File: config.mk
export PLATFORM = sky130hd
export DESIGN_NAME = branch_resolve_ctrl
export DESIGN_NICKNAME = d
export VERILOG_FILES = /design/src/rtl/branch_resolve_ctrl.sv
export SDC_FILE = /design/constraint.sdc
export NUM_CORES = 1
export LEC_CHECK = 0
export ABC_AREA = 1
export BUFFER_PORTS_ARGS = -buffer_cell sky130_fd_sc_hd__buf_4
export CORE_ASPECT_RATIO = 0.6
export CORE_UTILIZATION = 30
export CTS_CLUSTER_DIAMETER = 200
export CTS_CLUSTER_SIZE = 16
export DETAILED_ROUTE_END_ITERATION = 12
export PLACE_DENSITY = 0.82
export SYNTH_ARGS = -nofsm -noshare
export SYNTH_HDL_FRONTEND = slang
export SYNTH_SLANG_ARGS = --single-unit
File: constraint.sdc
create_clock -name clk -period 3.14 [get_ports clk]
set_clock_uncertainty 0.2 [all_clocks]
set_input_delay 0.157 -clock clk [delete_from_list [all_inputs] [get_ports clk]]
set_output_delay 0.157 -clock clk [all_outputs]
set_load 0.02 [all_outputs]
File: src/rtl/branch_resolve_ctrl.sv
// Early ID-stage BLTZ resolution: stalls until rs is forwardable, then decides taken from the sign bit.
// Optional statistics counters are enabled with `define BRANCH_STATS_EN.
module branch_resolve_ctrl #(
    parameter int          DATA_W  = 32,
    parameter int          REG_W   = 5,
    parameter logic [5:0]  OP_BLTZ = 6'b000001,
    parameter int          CNT_W   = 16
) (
    input  logic              clk,
    input  logic              reset,
    input  logic [5:0]        id_opcode,
    input  logic [REG_W-1:0]  id_rs,
    input  logic [DATA_W-1:0] id_rs_val,
    input  logic              ex_regwrite,
    input  logic              ex_memread,
    input  logic [REG_W-1:0]  ex_rd,
    input  logic              mem_memread,
    input  logic [REG_W-1:0]  mem_rd,
    output logic              stall,
    output logic              pc_sel_br,
    output logic              flush_ifid,
    output logic              br_resolved,
    output logic [CNT_W-1:0]  br_taken_cnt,
    output logic [CNT_W-1:0]  br_total_cnt,
    output logic [CNT_W-1:0]  stall_cyc_cnt
);

    typedef enum logic {S_IDLE = 1'b0, S_WAIT = 1'b1} state_t;

    state_t     state_q, state_d;
    logic [1:0] wcnt_q, wcnt_d;
    logic       is_br;
    logic [1:0] haz_cyc;
    logic       resolve;
    logic       taken;

    assign is_br = (id_opcode == OP_BLTZ);

    // Cycles until rs is reachable by forwarding; r0 is hardwired so never waits.
    always_comb begin
        haz_cyc = 2'd0;
        if (id_rs != '0) begin
            if (ex_memread && (ex_rd == id_rs))
                haz_cyc = 2'd2;
            else if (ex_regwrite && (ex_rd == id_rs))
                haz_cyc = 2'd1;
            else if (mem_memread && (mem_rd == id_rs))
                haz_cyc = 2'd1;
        end
    end

    always_ff @(posedge clk) begin
        if (reset) begin
            state_q <= S_IDLE;
            wcnt_q  <= 2'd0;
        end else begin
            state_q <= state_d;
            wcnt_q  <= wcnt_d;
        end
    end

    always_comb begin
        state_d = state_q;
        wcnt_d  = wcnt_q;
        case (state_q)
            S_IDLE: begin
                if (is_br && (haz_cyc != 2'd0)) begin
                    state_d = S_WAIT;
                    wcnt_d  = haz_cyc - 2'd1;
                end
            end
            S_WAIT: begin
                if (wcnt_q != 2'd0)
                    wcnt_d = wcnt_q - 2'd1;
                else
                    state_d = S_IDLE;
            end
            default: begin
                state_d = S_IDLE;
                wcnt_d  = 2'd0;
            end
        endcase
    end

    // Mealy outputs, forced quiet while reset is asserted.
    always_comb begin
        stall   = 1'b0;
        resolve = 1'b0;
        if (!reset) begin
            case (state_q)
                S_IDLE: begin
                    if (is_br) begin
                        if (haz_cyc != 2'd0)
                            stall = 1'b1;
                        else
                            resolve = 1'b1;
                    end
                end
                S_WAIT: begin
                    if (wcnt_q != 2'd0)
                        stall = 1'b1;
                    else
                        resolve = 1'b1;
                end
                default: begin
                    stall   = 1'b0;
                    resolve = 1'b0;
                end
            endcase
        end
    end

    assign taken       = resolve && id_rs_val[DATA_W-1];
    assign br_resolved = resolve;
    assign pc_sel_br   = taken;
    assign flush_ifid  = taken;

`ifdef BRANCH_STATS_EN
    logic [CNT_W-1:0] taken_cnt_q, taken_cnt_d;
    logic [CNT_W-1:0] total_cnt_q, total_cnt_d;
    logic [CNT_W-1:0] stall_cnt_q, stall_cnt_d;

    // Saturating increments: a counter pinned at all-ones stays there.
    always_comb begin
        taken_cnt_d = taken_cnt_q;
        total_cnt_d = total_cnt_q;
        stall_cnt_d = stall_cnt_q;
        if (taken && (taken_cnt_q != '1))
            taken_cnt_d = taken_cnt_q + 1'b1;
        if (resolve && (total_cnt_q != '1))
            total_cnt_d = total_cnt_q + 1'b1;
        if (stall && (stall_cnt_q != '1))
            stall_cnt_d = stall_cnt_q + 1'b1;
    end

    always_ff @(posedge clk) begin
        if (reset) begin
            taken_cnt_q <= '0;
            total_cnt_q <= '0;
            stall_cnt_q <= '0;
        end else begin
            taken_cnt_q <= taken_cnt_d;
            total_cnt_q <= total_cnt_d;
            stall_cnt_q <= stall_cnt_d;
        end
    end

    assign br_taken_cnt  = taken_cnt_q;
    assign br_total_cnt  = total_cnt_q;
    assign stall_cyc_cnt = stall_cnt_q;
`else
    assign br_taken_cnt  = '0;
    assign br_total_cnt  = '0;
    assign stall_cyc_cnt = '0;
`endif

endmodule

==> results.txt, run 1 <==
The run finished with clean final reports. From synthesis to final layout, the design area changed by 15.89%. TritonCTS built the clock tree. The number of levels the H-tree was split into is 1, and the register clock-pin slew on the reported worst setup and hold paths is 0.03 ns. The power density over the cells is 272.4 nW/um^2. Combinational logic is responsible for 40.9% of the overall power. The detailed router finished its first iteration with 6 violations. The number of distinct library cells after synthesis came out at 21. For this design, the sink count on the clock tree is 3. Each instance of the synthesized netlist takes up on average 5.962 um^2. The number of clock buffers added by TritonCTS is 3.

The minimum setup slack in the final design came out at 1.372 ns. The insertion delay of the later-clocked pin in the worst-skew pair was 0.22 ns; the half-perimeter wire length of the detailed placement result was 1.174 mm. First-pass iteration count of the detailed router: 4. Of the available clock period, the critical path in the final layout requires 56.31%. Summed over all cells, the static leakage comes to 0.6098 nW. Wires add up to 1.306 mm.

The via count of the first global-routing pass came out at 581. Setup violations remaining at the end of the flow were counted as 0. The run gives 136 as the post-synthesis cell count. The hold violation total from the final report came out at 0. Setup repair after global routing left no endpoint under its margin. The flip-flop and latch count after synthesis works out to 3. The commonest non-fill, non-tap cell in the layout was sky130_fd_sc_hd__conb_1. For the final routed database, the setup TNS stands at 0 ns. Once the clock tree was built, the resizer swapped 0 gates to a different size. Once detail routing completed, the nets flagged for antenna violations numbered 0. The number of max-slew violations in the final report was 0. The count of nets after finishing was 228; the data required time of the worst path was 2.78 ns. The startpoint identified for the worst hold timing path is id_opcode[1]. The logs give 0 for the initial antenna violation count and 274 for the number of filler instances in the final layout.

Critical path class: in2out. The arrival time at the worst endpoint is 1.41 ns. The library cells used most frequently in the layout, excluding fill and tap cells, are 48 x sky130_fd_sc_hd__conb_1, 30 x sky130_fd_sc_hd__buf_4, 23 x sky130_fd_sc_hd__nand2_1.

STA classifies the critical path startpoint as a primary input. The tools report the sequential-to-total area share from yosys stat as 7.407%. Global routing finished with a remaining overflow of 0. During synthesis, Yosys emitted a total of 0 warnings. The mean number of vias per cell is 3.562, and the overall die area is 2921 um^2. The top-level I/O count was 110; the worst setup slack before clock tree synthesis was 1.343 ns.

The starting density of the core was 31.92%; the die width was 69.12 um. STA classifies the critical path endpoint as an output pin. The path class of the tightest hold or removal check is in2reg. The detailed router placed 716 vias in this run. For the switching power, the log shows 0.09940 mW. Based on the critical path, the design can be clocked at up to 0.5656 GHz. Buffers placed on the I/O ports in this run total 30. The internal power component came out at 0.1565 mW. The placeable core area was 2540 um^2; the maximum number of pins on one net before global-route repair was 7.

The worst flop-to-flop path startpoint is state_q$_SDFF_PP0_. The buffer cell driving the clock tree root is sky130_fd_sc_hd__clkbuf_8. No sink is reached through more buffers than the 2 on the longest clock path.

In this run the vertical extent of the chip is 42.27 um. Of the cells placed in the final design, the portion with a size suffix greater than 1 is 26.04%. The mapped netlist covers 810.8 um^2. The worst voltage drop across the vdd grid came out at 0.07593 mV. In this run the worst path has a maximum fanout of 4. Of the total power, the share spent switching nets is 38.84%. At the end of routability-driven placement, the weighted congestion stood at 0.7834. The post-route DRC violation count is 0.

For the global-route wire length before repair, the log shows 2.104 mm. The critical path starts at id_rs[4]. The share of total power dissipated in the clock network is 44.1%. In this run the core area contains 14 standard-cell rows.

For the number of diodes, the log shows 0. For the finished layout, the period the worst path requires is 1.768 ns. Across every metal layer, demand over resource in global routing totals 9.375%. Sequential cells burn 15.1% of the power. In the final routed layout, each cell accounts on average for 6.498 um. The max capacitance violation total was 0.
-- per-stage QoR --
stage | utilization, % | power [mW] | std cells | hold WS [ns] | area (um^2)
2_1_floorplan | - | 0.1563 | 183 | 0.02607 | 987.2
3_5_place_dp | 34.83 | 0.1421 | 196 | 0.1426 | 884.6
5_1_grt | 37.00 | 0.2729 | 201 | 0.2574 | 939.7
6_report | 37.00 | 0.2559 | 201 | 0.1879 | 939.7
3_3_place_gp | 34.83 | 0.1412 | 196 | 0.1395 | 884.6
4_1_cts | 37.00 | 0.2581 | 201 | 0.1974 | 939.7
-- power by group through the flow --
stage | combinational [mW] | clock, mW | sequential (mW)
2_1_floorplan | 0.117 | 0 | 0.0390
3_3_place_gp | 0.102 | 0 | 0.0390
3_5_place_dp | 0.103 | 0 | 0.0390
4_1_cts | 0.104 | 0.115 | 0.0385
5_1_grt | 0.114 | 0.120 | 0.0385
6_report | 0.105 | 0.113 | 0.0385
-- synth_stat cells (all sizes together) --
cell type | n | area, um^2
or2 | 1 | 6.260
nor4 | 1 | 6.260
dfxtp | 3 | 60.06
nand4 | 1 | 6.260
buf | 49 | 367.9
nor2 | 11 | 46.29
o21ai | 5 | 25.02
a21oi | 5 | 25.02
xor2 | 1 | 8.760
conb | 1 | 3.750
nand3 | 6 | 30.03
nand2 | 29 | 128.9
xnor2 | 1 | 8.760
nor3 | 1 | 5.000
nand3b | 1 | 7.510
inv | 20 | 75.07
-- final cells by class --
cell class	count	area (um^2)	share of cell area (%)
Multi-Input combinational cell	111	484.2	51.53
Timing Repair Buffer	31	235.2	25.03
Inverter	20	75.07	7.989
Sequential cell	3	60.06	6.391
Clock buffer	4	45.04	4.794
Tap cell	32	40.04	4.261
-- kinds of logic after synthesis --
group           Yosys count  synth area share [%]
xor+xnor                  2                 2.161
compound gates           10                 6.172
flops                     3                 7.408
simple gates             51                 29.17
buf+inv                  69                 54.63
other cells               1                0.4625
-- metal layers --
| metal | up-vias | part of all wire [%] | global-route usage [%] | wire (um) |
|---|---|---|---|---|
| met5 | - | 0 | 0 | 0 |
| met4 | 0 | 2.1 | 4.898 | 27 |
| met3 | 4 | 10 | 4.567 | 132 |
| met2 | 39 | 46 | 16.12 | 599 |
| met1 | 293 | 42 | 9.565 | 546 |
| li1 | 380 | - | - | - |
-- timing repair --
item / CTS / global route
endpoints found under the hold margin: 1 / 0
hold buffers: 1 / 0
buffers inserted: 0 / 0
-- final timing paths --
kind         slack (ns)  cells after the start                      to
min                0.19                      5      state_q$_SDFF_PP0_
max                1.37                     11               pc_sel_br
max reg2reg        1.91                      5  wcnt_q[0]$_SDFFE_PP0P_
min reg2reg        0.35                      4  wcnt_q[1]$_SDFFE_PP0P_
-- registers in the layout, indices dropped and copies added (netlist names) --
| signal | flops |
|---|---|
| wcnt_q | 2 |
| state_q | 1 |
-- worst max-delay path, stage by stage --
cell                      delay (ns)
sky130_fd_sc_hd__buf_4          0.12
sky130_fd_sc_hd__or2_0          0.21
sky130_fd_sc_hd__a21oi_1        0.16
sky130_fd_sc_hd__nand3_1        0.10
sky130_fd_sc_hd__nand2_2        0.08
sky130_fd_sc_hd__nand2_2        0.05
sky130_fd_sc_hd__nand2_2        0.09
sky130_fd_sc_hd__nor2_1         0.04
sky130_fd_sc_hd__o21ai_1        0.16
sky130_fd_sc_hd__nor2_1         0.08
sky130_fd_sc_hd__buf_4          0.16
No activity file was read; power rests on OpenSTA's default activity.
==> run 2: changes to the inputs <==
--- a/config.mk
+++ b/config.mk
@@ -5,14 +5,14 @@
 export SDC_FILE = /design/constraint.sdc
 export NUM_CORES = 1
 export LEC_CHECK = 0
-export ABC_AREA = 1
+export ABC_AREA = 0
 export BUFFER_PORTS_ARGS = -buffer_cell sky130_fd_sc_hd__buf_4
 export CORE_ASPECT_RATIO = 0.6
-export CORE_UTILIZATION = 30
+export CORE_UTILIZATION = 27
 export CTS_CLUSTER_DIAMETER = 200
 export CTS_CLUSTER_SIZE = 16
 export DETAILED_ROUTE_END_ITERATION = 12
-export PLACE_DENSITY = 0.82
+export PLACE_DENSITY = 0.81
 export SYNTH_ARGS = -nofsm -noshare
 export SYNTH_HDL_FRONTEND = slang
 export SYNTH_SLANG_ARGS = --single-unit
==> constraint.sdc (replaced) <==
create_clock -name clk -period 1.51 [get_ports clk]
set_clock_uncertainty 0.2 [all_clocks]
set_input_delay 0.0755 -clock clk [delete_from_list [all_inputs] [get_ports clk]]
set_output_delay 0.0755 -clock clk [all_outputs]
set_load 0.02 [all_outputs]
==> run 2 against run 1 <==
  * Clock-buffer cell count is the same
  * Critical path depth shrank 3
  * Synthesized area shrank 6.8%
  * Via count shrank 15%
  * The flow now finishes with violations (negative setup slack)
  * Die area grew 3.4%
  * First-iteration DRC count grew 67%
  * Register-to-register slack lost 1.8 ns
  * Non-clock buffer count grew 11
==> results.txt, run 2 <==
In this run, the number of DRC markers left after iteration 0 of detailed routing was 10. Setup repair after global routing could not meet its margin everywhere. The largest registers in the layout are wcnt_q x2, state_q x1.

The half-perimeter wire length of the detailed placement result is 1.289 mm. By count the netlist is led by 49 x sky130_fd_sc_hd__buf_4, 9 x sky130_fd_sc_hd__xor2_1, 3 x sky130_fd_sc_hd__dfxtp_1, 3 x sky130_fd_sc_hd__nor2_1, 3 x sky130_fd_sc_hd__o21ai_0. The run gives 1094 um^2 as the design area. Yosys attributes the largest share of cell area to sky130_fd_sc_hd__buf_4 49%, sky130_fd_sc_hd__xor2_1 10%, sky130_fd_sc_hd__dfxtp_1 7.9%. Row generation in the floorplan step produced 14 rows. In this design, the stage delay of the slowest critical-path cell is 0.33 ns. The worst path in the final design needs a cycle of 1.693 ns, including I/O delays and setup.

Flip-flop and latch count after synthesis: 3. The via count of the first global-routing pass is 549, and the initial antenna violation count is 0. The register with the most flip-flops in the layout has 2 of them.

IR analysis of the VDD net gives a maximum drop of 0.1670 mV. The number of flops mapped to enable cells by yosys came out at 0. The min-delay analysis places its worst path in the category in2reg. The category of the worst setup path launch point is a primary input. The synthesized netlist occupies a cell area of 755.7 um^2. The share of the Yosys chip area taken by registers is 7.947%. After detailed placement, the total cell area comes to 920.9 um^2. Counting distinct cell types in the post-synthesis netlist gives 26. The run gives 0 as the number of warning messages in the yosys log. The share of total power dissipated in the clock network is 40.3%.

For the internal reg-to-reg setup slack, the log shows 0.06 ns. The share of the cycle needed by the critical path after routing is 112.1%, and the overall die area is 3021 um^2. Entering global routing, the biggest net connects 6 pins.

The critical path goes through buf_8 > xor2_4 > nor4_4 > a22oi_2 > buf_4 > o21ai_4 > a21boi_4 > buf_6. Cell internal power was estimated by the tool at 0.3559 mW. The critical path is of the in2out type.

Prior to clock tree synthesis, the placed netlist has a worst setup slack of -0.2087 ns. The checks that failed: negative setup slack. For the storage element area, the log shows 66.31 um^2.

The run finished, with violations left. Ranked by flip-flop count, first place goes to wcnt_q. The tools report the global-route congestion overflow total as 0.

The count of buffering cells on the critical path with inverters included was 3. The kind of cell with the highest combined delay along the critical path is compound AO/OA/AOI/OAI gates. The maximum count of clock buffers along a single path came out at 2. In the post-synthesis netlist, the cell with the most instances is sky130_fd_sc_hd__buf_4. The final core utilization is 42.47%. The core region is 2575 um^2.

The detailed-routing wirelength on met1 is 664 um, and the proportion of netlist area held by the largest area contributor is 48.68%. For this run, design rule violations remaining after detail routing come to 0. For the minimum setup slack in the final design, the log shows -0.1828 ns. The floorplan step set the die width to 70.30 um. The routed design uses 138 um of met3 wire. The leakage power is 0.5393 nW, and the arrival time at the worst endpoint is 1.42 ns. The tools report the buffer cell driving the clock tree root as sky130_fd_sc_hd__clkbuf_8. Dividing the detail-routed via count by the number of cells gives 3.609. TritonCTS built the clock tree. Net switching is 39.13% of the power.

The logs give 590.6 um^2 for the multi-input gate area in the final layout and 10.63% for the all-layer global routing usage. The first detailed-routing pass ran for 4 iterations. The run gives 0 as the number of max-slew violations in the final report. Wire segments on met2 add up to 890 um in the final route. Critical path's slowest cell: sky130_fd_sc_hd__nor4_4. The die is 42.98 um tall. The logs give 0.7066 for the global placement routability congestion and 0 for the count of antenna-violating nets left after detailed routing. Combinational cells account for 46.4% of the total power. After the flow finishes, the layout carries non-filler instances totaling 169.

The area overhead of the layout relative to synthesis works out to 44.70%. Sequential cells burn 13.4% of the power. The routed via count came out at 610. The async set-or-reset flop fraction in the synthesized netlist is 0%, and the average wire per cell in the routed design is 10.02 um.

The run gives 29.35% as the starting density of the core. The peak fanout along the critical path works out to 2. The first global-routing pass estimated 2.518 mm of wire. Summed over all nets, the switching power comes to 0.2288 mW. The top layer reached by signal wires is met3. Top-level I/O count: 110. Across the run, the number of max-cap violations was 0. The most used flip-flop cell after synthesis is sky130_fd_sc_hd__dfxtp_1.

The commonest non-fill, non-tap cell in the layout was sky130_fd_sc_hd__conb_1. The number of failing setup endpoints in the final timing report is 4. The worst setup path is captured at an output pin. The run gives 1 as the number of levels the H-tree was split into.

The total power draw is 0.5846 mW. The run gives 1.693 mm as the total detailed-routing wirelength. The tools report the hold violation total from the final report as 0.

On the final layout, the worst hold slack is 0.03375 ns. The run gives 3 as the CTS buffer count. In the layout the commonest cells are 48 x sky130_fd_sc_hd__conb_1, 34 x sky130_fd_sc_hd__buf_4, 6 x sky130_fd_sc_hd__xor2_1. In this run the tool buffered the top-level ports with 30 buffer cells. For this run, the post-layout net count is 196. The filler cells instantiated in the layout total 265. For the post-synthesis cell count, the log shows 93.

Fmax: 0.5907 GHz. The repair_antennas step left the layout with diodes totalling 0. The insertion delay of the later-clocked pin in the worst-skew pair is 0.21 ns, and the register clock-pin slew on the reported worst setup and hold paths is 0.03 ns.

The largest area contributor in the synthesized netlist was sky130_fd_sc_hd__buf_4. Mean area per synthesized cell: 8.126 um^2. The fraction of layout cells with a size suffix above 1 came out at 45.26%. The power density over the cells was 534.6 nW/um^2. The tools report the number of placed instances with taps included as 160. For the worst setup path, the data required time is 1.23 ns.

Clock tree synthesis found a total of 3 sinks. After routing, the total negative slack on setup checks comes to -0.6975 ns.
[run 2: changes by cell type in the layout (fill, tap and decap cells not counted), moves of 4 or more]
cell	change
sky130_fd_sc_hd__xor2_1	+5
sky130_fd_sc_hd__nand3_1	-6
sky130_fd_sc_hd__nand2_2	-4
sky130_fd_sc_hd__nor2_1	-7
sky130_fd_sc_hd__buf_6	+5
sky130_fd_sc_hd__buf_4	+4
sky130_fd_sc_hd__nand2_1	-22
sky130_fd_sc_hd__inv_1	-17
[run 2: repair_timing]
action                                  4_1_cts  5_1_grt
hold buffers                                  1        0
buffers inserted                              3        1
hold endpoints to repair                      3        0
gates resized for setup                      14        6
pin swaps                                     5        3
endpoints found under the setup margin        4        5
[run 2: path summary, 6_finish.rpt]
kind	from	end	depth (start not counted)
min reg2reg	wcnt_q[1]$_SDFFE_PP0P_	wcnt_q[1]$_SDFFE_PP0P_	2
min	reset	wcnt_q[0]$_SDFFE_PP0P_	4
max	mem_rd[0]	flush_ifid	8
max reg2reg	wcnt_q[0]$_SDFFE_PP0P_	state_q$_SDFF_PP0_	4
[run 2: logic make-up after synthesis]
kind of cell           count (synthesis)  share of synthesized area (%)
AO/OA/AOI/OAI                         10                          11.92
XOR/XNOR                              10                          11.59
buffers and inverters                 49                          48.68
flip-flops                             3                          7.947
multiplexers                           1                          1.325
other                                  1                         0.4962
AND/OR/NAND/NOR                       19                          18.05
[run 2: layout make-up]
cell class / instances / area share [%]
clock buffer: 4 / 4.119
tap: 32 / 3.661
timing repair buffer: 42 / 32.15
sequential: 3 / 6.064
multi-input combinational: 88 / 54.00
[run 2: layer usage]
| layer | global-route usage (%) | vias to the layer above |
|---|---|---|
| li1 | - | 298 |
| met1 | 13.58 | 279 |
| met2 | 17.90 | 33 |
| met3 | 2.850 | 0 |
| met4 | 2.400 | 0 |
| met5 | 0 | - |
[run 2: power groups by stage]
stage	clock network, mW	logic (mW)	registers, mW
2_1_floorplan	0	0.253	0.0810
3_3_place_gp	0	0.242	0.0810
3_5_place_dp	0	0.245	0.0810
4_1_cts	0.236	0.262	0.0781
5_1_grt	0.247	0.289	0.0781
6_report	0.235	0.271	0.0781
[run 2: worst register-to-register path: cells and delay by family, from the launching register on]
kind | cells | cell delay (ns)
AO/OA/AOI/OAI | 2 | 0.51
flip-flops | 1 | 0.33
buffers and inverters | 1 | 0.17
AND/OR/NAND/NOR | 1 | 0.12
==> run 3: changes to the inputs <==
--- a/config.mk
+++ b/config.mk
@@ -6,7 +6,7 @@
 export NUM_CORES = 1
 export LEC_CHECK = 0
 export ABC_AREA = 0
-export BUFFER_PORTS_ARGS = -buffer_cell sky130_fd_sc_hd__buf_4
+export BUFFER_PORTS_ARGS = -buffer_cell sky130_fd_sc_hd__buf_2
 export CORE_ASPECT_RATIO = 0.6
 export CORE_UTILIZATION = 27
 export CTS_CLUSTER_DIAMETER = 200
==> run 3 against run 2 <==
  * The flow still finishes with violations (negative setup slack)
  * Wire length down 2.3%
  * Maximum frequency up 1.0%
  * Sequential share of layout area up 0.25 points
  * Largest power group unchanged
  * Non-clock buffer count up 1
==> results.txt, run 3 (synthesized netlist as in run 2, its figures left out) <==
The run finished, with violations left. The hold path startpoint was reset. Fmax: 0.5968 GHz. In the final routed layout, each cell accounts on average for 9.729 um.

For this design, the sink count on the clock tree is 3. Traced cell by cell, the critical path runs through or4b_4 > a21boi_4 > buf_6. The shortest period the worst path allows is 1.675 ns. The tools report the row count as 14. Routability-driven placement finished with a final weighted congestion of 0.7998. After floorplanning, the core was sized to cover 2575 um^2.

The via count of the first global-routing pass is 546, and the first-pass iteration count of the detailed router is 5. The die covers 3021 um^2. 110 I/O pins were placed.

The critical path class was reg2out. The floorplan step set the die height to 42.98 um. The insertion delay of the later-clocked pin in the worst-skew pair was 0.22 ns. Measured along the x axis, the die boundary spans 70.30 um. Compared with the post-synthesis result, the final layout area differs by 36.26%. The total power draw is 0.5709 mW, and the fraction of layout cells with a size suffix above 1 is 45.65%. Data on the critical path is required at its endpoint by 1.23 ns. The class of the tightest hold or removal check was in2reg. Setup violations remaining at the end of the flow were counted as 4.

In the final layout, the registers with the most flip-flops are wcnt_q x2, state_q x1. The register with the most flip-flops in the final layout is wcnt_q. The final reports fail on negative setup slack. The minimum setup slack in the final design came out at -0.1655 ns. The leakage power is 0.5208 nW.

Setup repair after global routing could not meet its margin everywhere. The global-route wire length before repair is 2.304 mm. The share of the cycle needed by the critical path after routing came out at 111.0%. The filler cells instantiated in the layout total 257.

Summed over all layers, the routed wires come to 1.654 mm. The depth of the worst register-to-register path was 4; the final core utilization was 39.99%. The post-route DRC violation count was 0.

Data on the critical path arrives at its endpoint at 1.40 ns. The delay of the slowest critical-path stage is 0.55 ns, and the starting density of the core is 29.35%. The detail route stage leaves a number of antenna-violating nets equal to 0. The initial antenna violation count is 0, and the multi-input gate area in the final layout is 588.1 um^2.

In the routed layout, each cell is associated on average with a via count of 3.653. The maximum count of clock buffers along a single path was 2; the half-perimeter wire length of the detailed placement result was 1.231 mm. The worst register-to-register path begins at wcnt_q[0]$_SDFFE_PP0P_. The top cell types in the final layout, fill and taps aside, are 48 x sky130_fd_sc_hd__conb_1, 24 x sky130_fd_sc_hd__buf_2, 12 x sky130_fd_sc_hd__buf_4. Number of cells on the worst hold path: 3. Critical path's slowest cell: sky130_fd_sc_hd__or4b_4. The element type at the critical path end is an output pin.

Commonest non-fill, non-tap cell in the layout: sky130_fd_sc_hd__conb_1. In this run the worst path has a maximum fanout of 4. Excluding fillers, the count of instances in the completed layout stands at 170.

Summing all flip-flop and latch instances after layout gives 65.06 um^2. The logs give 197 for the count of nets after finishing and 0.04896 ns for the hold slack. Clock-pin slew was measured on the worst setup and hold paths at 0.03 ns. The category of the worst setup path launch point was a flip-flop. The hold violation total from the final report was 0. Clock tree synthesis inserted a total of 3 buffers. In this run, the number of DRC markers left after iteration 0 of detailed routing was 19.

Summed over all layers, the global routing overflow is 0. Number of max-slew violations in the final report: 0. The power density over the cells was 554.4 nW/um^2. For this run, the total global-route usage over all layers was measured as 9.668%. Max-cap violations in this run came to 0. Entering global routing, the biggest net connects 8 pins. The register with the most flip-flops in the layout has 2 of them.

The run gives 621 as the routed via count. Number of placed instances with taps included: 163. TritonCTS built the clock tree. The count of buffers from port buffering was 30; the internal reg-to-reg setup slack was 0.05 ns. IR analysis of the VDD net gives a maximum drop of 0.2255 mV. The number of levels the H-tree was split into is 1. The worst register-to-register path ends at state_q$_SDFF_PP0_.

For hold timing, the worst endpoint is wcnt_q[0]$_SDFFE_PP0P_. 0 antenna diodes ended up in the layout. The critical path starts at wcnt_q[0]$_SDFFE_PP0P_. The tools report the buffer cell driving the clock tree root as sky130_fd_sc_hd__clkbuf_8.
-- run 3: metrics by stage --
step | area [um^2] | TNS [ns] | setup WS [ns]
3_3_place_gp | 868.3 | -0.9867 | -0.1664
5_1_grt | 1030 | -0.7473 | -0.1971
2_1_floorplan | 974.7 | -0.02946 | -0.02946
6_report | 1030 | -0.5720 | -0.1655
4_1_cts | 992.2 | -0.5722 | -0.1714
3_5_place_dp | 868.3 | -1.256 | -0.2050
-- run 3: worst max-delay path by stage --
stage / endpoint / slack, ns / depth (start not counted)
final: flush_ifid / -0.17 / 3
after global routing: flush_ifid / -0.20 / 7
after CTS: pc_sel_br / -0.17 / 3
after detailed placement: stall / -0.21 / 7
after global placement: stall / -0.17 / 7
after floorplan: pc_sel_br / -0.03 / 5
-- run 3: cell type report --
class                           instances  area share (%)
Clock buffer                            4           4.374
Multi-Input combinational cell         88           57.11
Sequential cell                         3           6.318
Tap cell                               32           3.888
Timing Repair Buffer                   43           28.31
-- run 3: repair_timing --
| item | in CTS | in global routing |
|---|---|---|
| pin swaps | 2 | 3 |
| hold endpoints to repair | 1 | 0 |
| resized for setup | 18 | 5 |
| hold buffers | 1 | 0 |
| buffers inserted | 0 | 2 |
| cloned | 0 | 0 |
| endpoints found under the setup margin | 4 | 5 |
-- run 3: layer usage --
metal | wire length [um] | global-route usage (%) | vias up | share of wire [%]
met5 | 0 | 0 | - | 0
met1 | 643 | 11.06 | 282 | 39
li1 | - | - | 300 | -
met2 | 852 | 17.33 | 37 | 52
met3 | 131 | 2.613 | 2 | 7.9
met4 | 27 | 3.600 | 0 | 1.6
-- run 3: where the power goes --
group	internal, mW	switching (mW)	total, mW
logic	0.0772	0.175	0.253
clock network	0.181	0.0596	0.240
registers	0.0781	0.0000421	0.0781
-- run 3: critical path: cells and delay by family (launching register included) --
kind / cells / cell delay [ns]
flip-flops: 1 / 0.32
AO/OA/AOI/OAI: 1 / 0.17
AND/OR/NAND/NOR: 1 / 0.55
buffers and inverters: 1 / 0.14
